===== src/rtl/div128x64_m.sv =====
// Sequential unsigned 128/64 restoring divider, one quotient bit per clock.
// Outputs are latched in DONE and held there; error cases finish after a single busy cycle.
module div128x64_m (
  input  logic         clk,
  input  logic         rst,
  input  logic         start,
  input  logic [127:0] a,
  input  logic [63:0]  b,
  output logic         ready,
  output logic [63:0]  q,
  output logic [63:0]  r,
  output logic         div_zero,
  output logic         ovf
);

  typedef enum logic [1:0] {IDLE, RUN, DONE} state_t;

  state_t      state, state_nxt;
  logic [63:0] dvsr, rem, quo;
  logic [5:0]  cnt;
  logic        dz_pend, ov_pend;
  logic [64:0] t;
  logic [63:0] diff;
  logic        ge;
  logic        b_zero, hi_ovf;

  assign b_zero = (b == 64'd0);
  assign hi_ovf = (a[127:64] >= b);
  assign ready  = (state == IDLE);

  // rem < dvsr before each step, so t - dvsr always fits in 64 bits when taken.
  always_comb begin
    t    = {rem, quo[63]};
    ge   = (t >= {1'b0, dvsr});
    diff = t[63:0] - dvsr;
  end

  always_comb begin
    state_nxt = state;
    case (state)
      IDLE: begin
        if (start) begin
          if (b_zero || hi_ovf) state_nxt = DONE;
          else                  state_nxt = RUN;
        end
      end
      RUN:     if (cnt == 6'd0) state_nxt = DONE;
      DONE:    state_nxt = IDLE;
      default: state_nxt = IDLE;
    endcase
  end

  always_ff @(posedge clk) begin
    if (rst) begin
      state    <= IDLE;
      q        <= 64'd0;
      r        <= 64'd0;
      div_zero <= 1'b0;
      ovf      <= 1'b0;
      dz_pend  <= 1'b0;
      ov_pend  <= 1'b0;
    end else begin
      state <= state_nxt;
      case (state)
        IDLE: begin
          if (start) begin
            dvsr    <= b;
            rem     <= a[127:64];
            quo     <= a[63:0];
            dz_pend <= b_zero;
            ov_pend <= !b_zero && hi_ovf;
            cnt     <= 6'd63;
          end
        end
        RUN: begin
          rem <= ge ? diff : t[63:0];
          quo <= {quo[62:0], ge};
          cnt <= cnt - 6'd1;
        end
        DONE: begin
          // Error cases: quo still holds a[63:0] and rem holds a[127:64].
          q        <= (dz_pend || ov_pend) ? {64{1'b1}} : quo;
          r        <= dz_pend ? quo : rem;
          div_zero <= dz_pend;
          ovf      <= ov_pend;
        end
        default: ;
      endcase
    end
  end

endmodule

===== config.mk =====
export PLATFORM = sky130hd
export DESIGN_NAME = div128x64_m
export DESIGN_NICKNAME = d
export VERILOG_FILES = /design/src/rtl/div128x64_m.sv
export SDC_FILE = /design/constraint.sdc
export NUM_CORES = 1
export LEC_CHECK = 0
export BUFFER_PORTS_ARGS = -buffer_cell sky130_fd_sc_hd__buf_2
export CAP_MARGIN = 10
export CORE_MARGIN = 2
export CORE_UTILIZATION = 30
export CTS_BUF_LIST = sky130_fd_sc_hd__clkbuf_4 sky130_fd_sc_hd__clkbuf_8
export DETAILED_ROUTE_END_ITERATION = 10
export PLACE_DENSITY_LB_ADDON = 0.1
export SYNTH_ARGS = -nofsm -noshare
export SYNTH_HDL_FRONTEND = slang
export SYNTH_SLANG_ARGS = --single-unit

===== constraint.sdc =====
create_clock -name clk -period 17.52 [get_ports clk]
set_clock_uncertainty 0.05 [all_clocks]
set_input_delay 2.628 -clock clk [delete_from_list [all_inputs] [get_ports clk]]
set_output_delay 2.628 -clock clk [all_outputs]
set_load 0.01 [all_outputs]

## Word-level counts from Yosys, hierarchy flattened

Cells that the tools add are included.

- Output and inout bits: 131
- Flip-flop bits (word level): 332

- Equality and inequality tests: 4
- Multiplexer cells: 13
- Magnitude comparators: 2
- Reduce and logical (&&, ||, !) cells: 12
- Add/sub/neg operators: 2
- Bitwise operators: 1

Operators with widths:

| cell | number |
|---|---|
| 2-to-1 mux 64 bit | 5 |
| case mux 64 bit (2 select lines) | 2 |
| >= comparator 65 x 64 -> 1 bit | 1 |
| >= comparator 64 bit | 1 |
| logical NOT 64 bit | 1 |
| subtractor 64 bit | 1 |
| case mux 6 bit (2 select lines) | 1 |
| logical NOT 6 bit | 1 |
| 2-to-1 mux 2 bit | 3 |
| 2-to-1 mux 6 bit | 1 |
| AND reduction 3 bit | 2 |
| subtractor 6 x 1 -> 6 bit, second input constant | 1 |
| inequality test 2 bit, second input constant | 2 |
| case mux 2 bit (2 select lines) | 1 |
| AND reduction 2 bit | 2 |
| equality test 2 x 1 -> 1 bit, second input constant | 1 |
| equality test 2 bit, second input constant | 1 |
| logical NOT 2 bit | 1 |
| logical OR 1 bit | 2 |
| nonzero test 2 bit | 1 |
| logical AND 1 bit | 1 |
| logical NOT 1 bit | 1 |
| NOT 1 bit | 1 |

## Depth between registers and ports, before layout

Gate-level depths: netlist of run 1.

- Depth in word-level cells: 5
- Mapped depth: 16
- Mapped depth without buffers: 13

## Worst setup path before layout of run 1

No wires, ideal clock.

- Path type: input -> register
- From: in rst
- To: reg state[1]
- Arrival: 12.952 ns
- Buffers on the path: 1
- Stages: 3
- Data required time: 17.373 ns
- Library setup time: 0.097 ns
- Path slack: 4.421 ns
- Cells stage by stage: clkbuf_1 -> nor3_1 -> o311a_1

RTL lines:

| element | line | text |
|---|---|---|
| from (decl) | 5 | `input logic rst,` |
| to (signal assigned) | 63 | `state <= state_nxt;` |
| to (decl) | 18 | `state_t state, state_nxt;` |

## Worst setup path after layout of run 1

- From: in b[61]
- To: reg state[0]

- Cells in the longest elaborated chain, start to end: 5
- Elaborated cells on any way between the ends: 6

Ends and longest elaborated chain:

| element | line | text |
|---|---|---|
| from (decl) | 8 | `input logic [63:0] b,` |
| >= comparator 64 bit or logical NOT 64 bit (tied branches) | 28, 27 |  |
| logical OR 1 bit (*) | 43 | `if (b_zero \|\| hi_ovf) state_nxt = DONE;` |
| 2-to-1 mux 2 bit (*) | 43 |  |
| 2-to-1 mux 2 bit (*) | 42 | `if (start) begin` |
| case mux 2 bit (2 select lines) (*) | 40 | `case (state)` |

Mark *: on every way between the ends. The rest lies on a longest branch, timed or not. The select of a mux whose other input is x is not followed.
A chain may end at the register's enable or synchronous reset.

==> results of run 1 <==
[cell usage in the layout (no fill, tap or decap), types with 7 or more instances in the layout]
cell / n
nand2_1: 345
buf_2: 325
edfxtp_1: 198
nor2_1: 148
inv_1: 146
dfxtp_1: 133
ha_1: 130
a21oi_1: 124
clkbuf_8: 80
a211oi_1: 73
mux2i_1: 71
o221a_2: 65
a21o_1: 59
o21ai_0: 58
a31oi_1: 45
xnor2_1: 40
nand4_1: 34
nand3_1: 33
nor4_1: 25
clkbuf_4: 23
buf_4: 19
and3_1: 14
nor3_1: 14
o21bai_1: 14
xor2_1: 14
o21a_1: 10
nor2b_1: 9
nand2b_1: 8
or3_1: 8
and2_1: 7
o211ai_1: 7
[cells by family after synthesis]
logic type | after synthesis
simple gates | 667
mux | 74
compound gates | 520
xor+xnor | 54
fa+ha+maj | 131
buf+inv | 274
flops | 332
[worst max-delay path: cells and delay by family]
family          cells  cell delay [ps]
simple gates        4             2190
buf+inv             2              190
fa+ha+maj           1              290
compound gates      3              490
[stage by stage]
stage | hold WS, ps | power (mW)
floorplan | 438 | 1.39
global placement | 434 | 1.60
detailed placement | 442 | 1.60
CTS | 452 | 2.55
global route | 468 | 2.66
finish | 450 | 2.52
[metal layers]
layer	share of wire, %	wire length [um]	global-route usage (%)
met5	0.16	116	0
met4	1.8	1250	5.36
met3	5.9	4160	4.43
met2	47	33300	34.7
met1	45	31600	27.7
[worst min-delay path by stage]
| stage | slack [ps] | cells past startpoint | endpoint |
|---|---|---|---|
| finish | 450 | 2 | r[39] |
| global route | 470 | 2 | r[62] |
| CTS | 450 | 2 | r[39] |
| detailed placement | 440 | 2 | r[39] |
| global placement | 430 | 2 | r[0] |
| floorplan | 440 | 2 | ovf |
[flip-flops by register name, indices dropped and copies added, names as in the netlist]
| signal | flops |
|---|---|
| cnt | 6 |
| div_zero | 1 |
| dvsr | 64 |
| dz_pend | 1 |
| ov_pend | 1 |
| ovf | 1 |
| q | 64 |
| quo | 64 |
| r | 64 |
| rem | 64 |
| state | 2 |
[final cells by class]
type | instances | area (um^2)
tap | 846 | 1060
clock buffer | 103 | 1270
inverter | 148 | 558
timing repair buffer | 345 | 1790
clock inverter | 24 | 279
fill | 6597 | 40000
antenna | 3 | 7.51
sequential | 332 | 8630
multi-input combinational | 1446 | 9550
[where the power goes]
| group | internal (mW) | leakage [nW] | total (mW) | switching (mW) |
|---|---|---|---|---|
| sequential | 0.922 | 2.93 | 0.976 | 0.0537 |
| clock | 0.555 | 0.804 | 0.936 | 0.381 |
| combinational | 0.228 | 6.34 | 0.609 | 0.381 |
==> flow_summary.ini, run 1 <==
[cts]
ctsHoldBuffers = 0
clock_sinks = 332
htree_levels = 3
clock_latency_ps = 670
cts_buffer_depth = 3
clk_pin_slew_worst_paths_ps = 60
cts_tree = built
cts_buffers = 69
cts_resized = 0
cts_root_buf = clkbuf_8
post_cts_buffers = 0

[sta]
finalCritPeriodShare_pct = 30.4
finalHoldViolCount = 0
max_freq_mhz = 188
tns_ps = 0
fin_crit_ps = 5330
fin_ws_ps = 12190
rsz0062_at_grt = false
max_slew_margin_pct = 31.1
tightest_slew_ps = 1030
slew_violations = 0
setup_viol = 0

[critical_path]
endpoint_kind = flip-flop
timing.rr.start = rem[25]
r2r_end = rem[51]
crit_type = input port to flip-flop
cp.required_ps = 18000
ff2ff_path_depth = 13
startpoint_type = input port
critPathMaxStageDelay_ps = 910
cp_max_fo = 3
cp_cell_sequence = buf_2 > inv_1 > ha_1 > nand4_1 > nor4_1 > nand3_1 > nor3_1 > a221oi_1 > o2111ai_1 > o32ai_1
r2r_slack_ps = 12480
cp-endpoint = state[0]
crit_start = b[61]
critPathSlowestCell = nor4_1
crit_arrival_ps = 5800

[yosys]
synth_top_area_share_pct = 30.9
synth_compound_area_share_pct = 19.5
yosysWarnings = 0
syn_area_um2 = 19200
synth-xor-area-share_pct = 2.46
ys_seq_area_share_pct = 44.9
synth.area.mux_share_pct = 3.87
yosysTopAreaCell = edfxtp_1
synth-simple-area-share_pct = 15.1
synth_adder_area_share_pct = 8.56
synth.most_common_cell = nand2_1
ys_top_cells_by_count = 346 x nand2_1, 198 x edfxtp_1, 148 x inv_1, 148 x nor2_1, 134 x dfxtp_1
synth_edf_count = 198
async_flop_share_pct = 0
synth_area_leaders = edfxtp_1 31%, dfxtp_1 14%, ha_1 8.5%
netlist_instances = 2052
ys_ff_latch = 332
yosysUniqueCellTypes = 76
synth_top_family_by_area = compound AO/OA/AOI/OAI gates
avgSynthCellArea_um2 = 9.37
synth_fp_nets = 2378
ys.flop_type = edfxtp_1

[route]
num_vias = 16800
drc = 0
wl_per_cell_um = 21.7
drt-initial-drc-count = 1038
routed_wl_mm = 70.3
vias_per_cell = 5.16
firstDrtPassIters = 5
postRouteAntennaNets = 0

[finish]
layoutNonFillerInstCount = 3247
post-route-util_pct = 36.6
drive_gt1_share_pct = 23.4
design_area_um2 = 23100
fin_nets = 2668
area_growth_pct = 20.4

[placed_design]
routabilityCongestion = 0.865
placed_cell_area_um2 = 21600
hpwl_mm = 51.0
dpl.cell_count = 3117
port_buffers = 325
place_ws_ps = 11660

[worst_hold_path]
min_path_type = flip-flop to flip-flop
hold_path_startpoint = r[39]

[global_routing]
grt_start_max_net_pins = 161
grt_pass1_wl_mm = 107
grt_pass1_vias = 17000
grt.overflow.total = 0
antenna_found_initial = 15
track_usage_pct = 21.0

[die]
rows = 92
core_um2 = 63200
io_pins = 326
die_w_um = 257
start_util_pct = 30.4
dieArea_um2 = 66100
die_y_um = 257

[power_and_ir_drop]
leakage_nw = 10.1
peakVddDrop_mv = 0.0466
power_density_nw_per_um2 = 109

[flow_run]
cap_viol_max_count = 0

[run_status]
status = finished clean
Power figures use the tool's default switching activity.
==> inputs of run 2 (changes only) <==
==> constraint.sdc (replaced) <==
create_clock -name clk -period 5.5 [get_ports clk]
set_clock_uncertainty 0.05 [all_clocks]
set_input_delay 0.825 -clock clk [delete_from_list [all_inputs] [get_ports clk]]
set_output_delay 0.825 -clock clk [all_outputs]
set_load 0.01 [all_outputs]
==> flow_summary.ini, run 2 (synthesis results as in run 1) <==
[route]
drt-initial-drc-count = 1173
wl_per_cell_um = 21.8
num_vias = 16800
drc = 0
firstDrtPassIters = 7
postRouteAntennaNets = 0
routed_wl_mm = 70.8
vias_per_cell = 5.16

[finish]
layout_commonest_cell = nand2_1
layout_common_cells = 345 x nand2_1, 324 x buf_2, 198 x edfxtp_1
seqCellArea_um2 = 8630
layoutNonFillerInstCount = 3248
multiInputGateArea_um2 = 9560
area_growth_pct = 20.2
fin_nets = 2671
fill_cells = 6555
design_area_um2 = 23100
drive_gt1_share_pct = 23.4

[sta]
max_freq_mhz = 230
fin_crit_ps = 4350
finalCritPeriodShare_pct = 79.1
tns_ps = 0
tightest_slew_ps = 1120
rsz0062_at_grt = false
max_slew_margin_pct = 25.3
slew_violations = 0
setup_viol = 0
fin_ws_ps = 1150
finalHoldViolCount = 0

[placed_design]
place_ws_ps = 1110
dpl.cell_count = 3120
hpwl_mm = 52.4
port_buffers = 325
placed_cell_area_um2 = 21600
routabilityCongestion = 0.876

[global_routing]
track_usage_pct = 21.1
grt_pass1_wl_mm = 107
grt_start_max_net_pins = 90
grt.overflow.total = 0
antenna_found_initial = 16
grt_pass1_vias = 17100

[die]
die_w_um = 257
core_um2 = 63200
io_pins = 326
dieArea_um2 = 66100
start_util_pct = 30.4
die_y_um = 257
rows = 92

[critical_path]
cp_cell_sequence = ha_1 > a21oi_1 > o21ai_0 > a311oi_1 > o21ai_0 > a211oi_2 > a211oi_2 > o21bai_2 > buf_4 > and2_2 > buf_4 > o311ai_1 > o21a_1
crit_arrival_ps = 4690
critPathMaxStageDelay_ps = 680
endpoint_kind = flip-flop
startpoint_type = flip-flop
cp.required_ps = 5840
cp_max_fo = 28
crit_type = flip-flop to flip-flop
critPathSlowestCell = and2_2

[flow_run]
cap_viol_max_count = 0

[power_and_ir_drop]
clockPowerShare_pct = 36.0
switching_share_pct = 32.5
peakVddDrop_mv = 0.130
leakage_nw = 10.1
switchingPower_mw = 2.57
intPower_mw = 5.34
power_density_nw_per_um2 = 342
comb_power_share_pct = 24.6
seqPwrFrac_pct = 39.4

[cts]
clk_pin_slew_worst_paths_ps = 60
clock_latency_ps = 650
cts_root_buf = clkbuf_8
post_cts_buffers = 0
cts_buffers = 69
cts_tree = built
cts_resized = 0
clock_sinks = 332
ctsHoldBuffers = 0
cts_buffer_depth = 3
htree_levels = 3

[run_status]
status = finished clean

[worst_hold_path]
min_path_type = input port to flip-flop
==> run 2: changes by cell type in the layout (fill, tap and decap cells not counted), sizes merged <==
cell      before  now
clkinv        12    7
bufinv         6    2
clkinvlp       5    1
clkbuf       103  114
buf          345  348
diode          3    5
inv          149  147
==> run 2: layer usage <==
layer	vias to the layer above	track usage (%)	wire, um
met4	18	6.17	1650
met5	-	0	118
li1	8062	-	-
met3	122	5.02	4850
met2	489	34.2	32700
met1	8082	27.9	31500
==> run 2: worst max-delay path: cells and delay by family (launching register included) <==
family	cells	cell delay [ps]
buffers and inverters	2	610
AOI/OAI and AO/OA	9	1910
and+or+nand+nor	1	680
adders and majority gates	1	380
DFF	1	440
==> run 2: power groups by stage <==
stage                     clock, mW  combinational, mW  sequential (mW)
after floorplan                   0               1.26             3.15
after global placement            0               1.94             3.17
after detailed placement          0               1.95             3.17
after CTS                      2.93               1.96             3.12
after global routing           3.04               2.17             3.14
final                          2.84               1.95             3.11
==> run 2: metrics by stage <==
stage / util (%) / total power, mW / hold slack [ps]
global placement: 34.2 / 5.11 / 435
finish: 36.6 / 7.90 / 335
global route: 36.6 / 8.36 / 300
floorplan: - / 4.41 / 438
detailed placement: 34.2 / 5.12 / 439
CTS: 36.5 / 8.01 / 274
==> run 2: worst paths after layout <==
check / end / from / depth (start not counted) / slack, ps
worst max-delay path: rem[51] / rem[25] / 13 / 1150
worst min register to register: r[29] / r[29] / 2 / 440
worst max register to register: rem[51] / rem[25] / 13 / 1150
worst min-delay path: dvsr[63] / b[63] / 1 / 340
==> run 2: cell type report <==
class | instances | share of cell area, %
Inverter | 148 | 2.41
Timing Repair Buffer | 348 | 7.85
Antenna cell | 5 | 0.0542
Tap cell | 846 | 4.58
Sequential cell | 332 | 37.4
Clock inverter | 9 | 0.401
Multi-Input combinational cell | 1446 | 41.4
Clock buffer | 114 | 5.98
